$ cat src/rtl/risc_pkg.sv
// Shared types and constants for the front-end pipeline.
//   INSTR_W, ADDR_W : instruction and address widths
//   NOP_INSTR       : instruction word presented when there is nothing to issue
//   fq_entry_t      : one fetch-queue entry {instr, pc_next}
package risc_pkg;

    localparam int INSTR_W = 16;
    localparam int ADDR_W  = 16;

    localparam logic [INSTR_W-1:0] NOP_INSTR = 16'h0000;

    typedef struct packed {
        logic [INSTR_W-1:0] instr;
        logic [ADDR_W-1:0]  pc_next;
    } fq_entry_t;

endpackage

$ cat src/rtl/fetch_queue_store.sv
// Entry storage for the fetch/decode queue: DEPTH x fq_entry_t registers,
// one synchronous write port and one asynchronous read port. Storage is not
// reset; validity is tracked entirely by the owner's pointers and count.
//   clk     : rising-edge clock
//   wr_en   : write wr_data into entry wr_addr at the clock edge
//   wr_addr : write index
//   wr_data : entry to write
//   rd_addr : read index
//   rd_data : entry at rd_addr (combinational)
module fetch_queue_store
    import risc_pkg::*;
#(
    parameter  int DEPTH = 2,
    localparam int PTR_W = $clog2(DEPTH)
) (
    input  logic             clk,
    input  logic             wr_en,
    input  logic [PTR_W-1:0] wr_addr,
    input  fq_entry_t        wr_data,
    input  logic [PTR_W-1:0] rd_addr,
    output fq_entry_t        rd_data
);

    fq_entry_t mem [DEPTH];

    always_ff @(posedge clk) begin
        if (wr_en) begin
            mem[wr_addr] <= wr_data;
        end
    end

    assign rd_data = mem[rd_addr];

endmodule

$ cat src/rtl/fetch_decode_queue.sv
// Instruction queue between fetch and decode. Captures cache-hit instructions
// with their sequential next-PC, presents them to decode under valid/ready,
// back-pressures fetch when full and discards everything on a taken branch.
// Optional feature macro: FETCH_QUEUE_BYPASS_EN (empty-queue zero-latency path).
//   clk         : rising-edge clock
//   rst         : asynchronous active-high reset
//   instr_in    : instruction from fetch
//   hit_in      : instr_in valid (cache hit) this cycle
//   pc_next_in  : sequential next address of instr_in
//   flush       : taken branch; kills queued and incoming entries
//   fetch_stall : queue full, fetch must hold PC
//   instr_out   : head instruction to decode
//   pc_next_out : head next-PC to decode
//   valid_out   : head entry valid
//   ready_in    : decode accepts head this cycle
//   count       : occupied entries
module fetch_decode_queue
    import risc_pkg::*;
#(
    parameter int INSTR_W = risc_pkg::INSTR_W,
    parameter int ADDR_W  = risc_pkg::ADDR_W,
    parameter int DEPTH   = 2
) (
    input  logic                       clk,
    input  logic                       rst,
    input  logic [INSTR_W-1:0]         instr_in,
    input  logic                       hit_in,
    input  logic [ADDR_W-1:0]          pc_next_in,
    input  logic                       flush,
    output logic                       fetch_stall,
    output logic [INSTR_W-1:0]         instr_out,
    output logic [ADDR_W-1:0]          pc_next_out,
    output logic                       valid_out,
    input  logic                       ready_in,
    output logic [$clog2(DEPTH+1)-1:0] count
);

    localparam int PTR_W = $clog2(DEPTH);
    localparam int CNT_W = $clog2(DEPTH+1);

    logic [PTR_W-1:0] wr_ptr;
    logic [PTR_W-1:0] rd_ptr;
    logic             empty;
    logic             full;
    logic             bypass;
    logic             enq;
    logic             wr_en;
    logic             deq;
    logic             q_deq;
    fq_entry_t        wr_entry;
    fq_entry_t        head;

    assign empty = (count == '0);
    assign full  = (count == CNT_W'(DEPTH));

    // Bypass is gated by rst so reset forces the idle outputs even while
    // fetch keeps presenting hits.
`ifdef FETCH_QUEUE_BYPASS_EN
    assign bypass = empty & hit_in & ~flush & ~rst;
`else
    assign bypass = 1'b0;
`endif

    assign enq   = hit_in & ~full & ~flush;
    assign deq   = valid_out & ready_in;
    // A bypassed entry taken by decode in the same cycle never enters storage.
    assign wr_en = enq & ~(bypass & ready_in);
    // Only handshakes on a stored head remove an entry from storage.
    assign q_deq = deq & ~empty;

    assign wr_entry.instr   = instr_in;
    assign wr_entry.pc_next = pc_next_in;

    fetch_queue_store #(
        .DEPTH (DEPTH)
    ) u_store (
        .clk     (clk),
        .wr_en   (wr_en),
        .wr_addr (wr_ptr),
        .wr_data (wr_entry),
        .rd_addr (rd_ptr),
        .rd_data (head)
    );

    // DEPTH is a power of two, so pointer increments wrap modulo DEPTH.
    always_ff @(posedge clk or posedge rst) begin
        if (rst) begin
            wr_ptr <= '0;
            rd_ptr <= '0;
            count  <= '0;
        end else if (flush) begin
            wr_ptr <= '0;
            rd_ptr <= '0;
            count  <= '0;
        end else begin
            if (wr_en) begin
                wr_ptr <= wr_ptr + 1'b1;
            end
            if (q_deq) begin
                rd_ptr <= rd_ptr + 1'b1;
            end
            count <= count + CNT_W'(wr_en) - CNT_W'(q_deq);
        end
    end

    // fetch_stall depends only on the registered count, so ready_in has no
    // combinational path to it.
    assign fetch_stall = full;

    always_comb begin
        instr_out   = NOP_INSTR;
        pc_next_out = '0;
        if (!empty) begin
            instr_out   = head.instr;
            pc_next_out = head.pc_next;
        end else if (bypass) begin
            instr_out   = instr_in;
            pc_next_out = pc_next_in;
        end
        valid_out = ~flush & (~empty | bypass);
    end

endmodule
$ cat config.mk
export PLATFORM = sky130hd
export DESIGN_NAME = fetch_decode_queue
export DESIGN_NICKNAME = d
export VERILOG_FILES = /design/src/rtl/risc_pkg.sv /design/src/rtl/fetch_queue_store.sv /design/src/rtl/fetch_decode_queue.sv
export SDC_FILE = /design/constraint.sdc
export NUM_CORES = 1
export LEC_CHECK = 0
export CORE_ASPECT_RATIO = 1.4
export CORE_MARGIN = 5
export CORE_UTILIZATION = 30
export DETAILED_ROUTE_END_ITERATION = 10
export GPL_ROUTABILITY_DRIVEN = 0
export SLEW_MARGIN = 0
export SYNTH_ARGS = -nofsm -noshare
export SYNTH_HDL_FRONTEND = slang
export SYNTH_SLANG_ARGS = --single-unit
$ cat constraint.sdc
create_clock -name clk -period 3.9 [get_ports clk]
set_clock_uncertainty 0.05 [all_clocks]
set_input_delay 0.39 -clock clk [delete_from_list [all_inputs] [get_ports clk]]
set_output_delay 0.39 -clock clk [all_outputs]
set_load 0.02 [all_outputs]
==> impl_metrics.ini <==
[global_route]
antenna_found_initial = 0
global_route.usage.total = 0.0978
globalRouteOverflowTotal = 0
largest_net_degree_at_the_start_of_global_routing = 34
grt_pass1_vias = 1662
grt_pass1_wl_um = 8090

[logic_synthesis]
synth.top_cells.by_count = edfxtp_1 (64), nor2_1 (37), mux2i_1 (32)
ys_seq_elements = 68
synth_top_cell_area_share = 0.720
top_reg_cell_synth = edfxtp_1
postSynthAreaPerCell_um2 = 16.4
post_synth_inst_count = 163
synth-edff-count = 64
library_cell_with_the_largest_summed_area_after_synthesis = edfxtp_1
synth_area_um2 = 2670
dominant_cell_by_count_in_the_synthesized_netlist = edfxtp_1
synth_async_sr_flop_share = 0.0588
ys_types = 19
yosys_warning_count = 0
seq_area_frac_synth = 0.757
postSynthNetCount = 202
synth.top_cells.by_area = edfxtp_1 (72%), mux2i_1 (12%), nor2_1 (5.2%)

[power]
comb_power_share = 0.218
power_switching_mw = 0.517
post-layout-total-power_mw = 2.02
worst_ir_drop_vdd_mv = 0.353
power.share.switching = 0.256
power_density_nw_per_um2 = 536
cell_internal_pwr_mw = 1.50
power.leakage_nw = 1.26
share_clk_of_total_power = 0.339
sequentialPowerShare = 0.443

[floorplan]
die_area_um2 = 10900
io-pin-count = 73
floorplan.core_area_um2 = 8660
dieWidth_um = 89.7
die_h_um = 122
start_util = 0.308
fp-row-count = 40

[sta]
final_critical_path_setup_slack_ps = 1120
setup-violations-final = 0
slew_viol_final = 0
rsz0062_at_grt = false
fmax_mhz = 360
final.min_clock_period_ps = 2780
finalHoldViolCount = 0
worst-slew-pin-transition_ps = 1020
finalSetupTns_ps = 0
finalCritPeriodShare = 0.712
worst_slew_margin_relative_to_its_limit = 0.323

[clocking]
clock_tree.root_cell = clkbuf_16
htree_levels = 3
max-clock-path-buffers = 2
cts_setup_buffers = 0
worst_setup_hold_path_clk_slew_ps = 50
cts_hold_buffers = 0
cts_made_buffers = 9
cts_resized = 0
clkSinkCount = 68
cts_tree = built
clock_insertion_delay_worst_skew_ps = 320

[critical_path]
critical_path.startpoint_type = flop
r2r_end = count[1]
required_arrival_time_at_the_worst_endpoint_ps = 3460
crit_path_cell_trace = mux2i_1 > nor2_1 > clkdlybuf4s50_1
worst-setup-path-type = flop to output pin
r2r_cells = 9
crit_arrival_ps = 2340
end_kind = output pin
critical_path.reg2reg.startpoint = count[1]
path_max_fanout = 33
timing.critical_path.slowest_stage_cell = dfrtp_2
r2r_setup_slack_ps = 1520
slowest_delay_ps = 1010

[flow_run]
max_cap_violations = 0

[finish]
final_layout_size_suffix_gt1_frac = 0.0732
area_growth_pct = 41.0
fin_nets = 280
stdcell_count = 351
fillers = 808
layout.cell_area.non_filler_um2 = 3760
regArea_um2 = 2020
multiInputGateArea_um2 = 607
antenna-diode-count = 0

[routing]
drt-pass1-iter-count = 4
drc_errors = 0
via_count = 1531
route.final.wire_length_um = 5070
detailedRoute.firstIterationViolations = 45
routedWlPerCell_um = 14.5
highest_layer = met4
detail_routed_via_count_per_cell = 4.36
drt.antenna.violating_nets = 0
route.met3.wl_um = 331
met1_length_um = 1920
wl_met2_um = 2730

[placement]
placed_area_um2 = 3510
dpl.cell_count = 335
place_ws_ps = 1390
io_buffers = 72
place_hpwl_um = 3350

[status]
run_status = finished clean

[min_path]
hold_path_class = input port to async pin
logic make-up after synthesis:
family                     share of synthesized area
muxes                                          0.124
and+or+nand+nor                               0.0806
DFF                                            0.757
xor gates and xnor gates                     0.00656
adders and majority gates                    0.00937
buffers and inverters                         0.0201
AOI/OAI and AO/OA                            0.00187
registers in the layout, indices dropped and copies added, names as in the netlist:
| register | cells |
|---|---|
| count | 2 |
| wr_ptr | 1 |
| rd_ptr | 1 |
| u_store.mem | 64 |
cell usage in the layout (no fill, tap or decap):
master / count
and2_1: 2
inv_1: 2
nor3_1: 1
nor3b_2: 1
nor2_2: 1
xor2_1: 2
nor2_1: 36
edfxtp_1: 64
dfrtp_2: 1
nand2b_4: 1
clkdlybuf4s50_1: 72
nor2b_4: 1
dfrtp_1: 3
ha_1: 2
mux2_1: 1
clkbuf_16: 9
buf_4: 3
or2_1: 1
nor3_2: 1
nor2b_1: 2
o21ai_0: 1
clkbuf_1: 7
mux2i_1: 32
layer usage:
metal,vias up,GRT usage
met3,7,0.0383
met5,-,0
met2,38,0.174
met4,0,0.0539
met1,741,0.0972
li1,745,-
worst max-delay path by stage:
stage                   endpoint     start  slack [ps]
2_1_floorplan  u_store.mem[1][0]  count[1]         170
4_1_cts             instr_out[2]    rd_ptr        1040
6_report           instr_out[15]    rd_ptr        1120
5_1_grt            instr_out[15]  count[1]         940
3_5_place_dp        instr_out[2]    rd_ptr        1390
3_3_place_gp       instr_out[14]    rd_ptr        1370
stage by stage:
stage | hold slack (ps) | util
6_report | 211 | 0.435
5_1_grt | 228 | 0.435
4_1_cts | 205 | 0.435
3_5_place_dp | 550 | 0.406
3_3_place_gp | 544 | 0.406
2_1_floorplan | 106 | -
area by class of cell:
type                    instances  area share
flip-flops and latches         68       0.538
repair buffers                 75       0.197
multi-input cells              85       0.161
clock buffers                  16      0.0668
well taps                     105      0.0349
inverters                       2     0.00199
critical path, delay by kind of cell, from the launching register on:
kind	cells	cell delay (ps)
flops	1	1010
buf+inv	1	620
mux	1	200
simple gates	1	140
power groups by stage:
stage	clock network [mW]	logic, mW	registers [mW]
global route	0.739	0.475	0.901
CTS	0.706	0.451	0.896
detailed placement	0	0.449	0.910
finish	0.682	0.439	0.894
floorplan	0	0.260	0.881
global placement	0	0.446	0.907
Note: power is estimated with default switching activity, not from simulation.
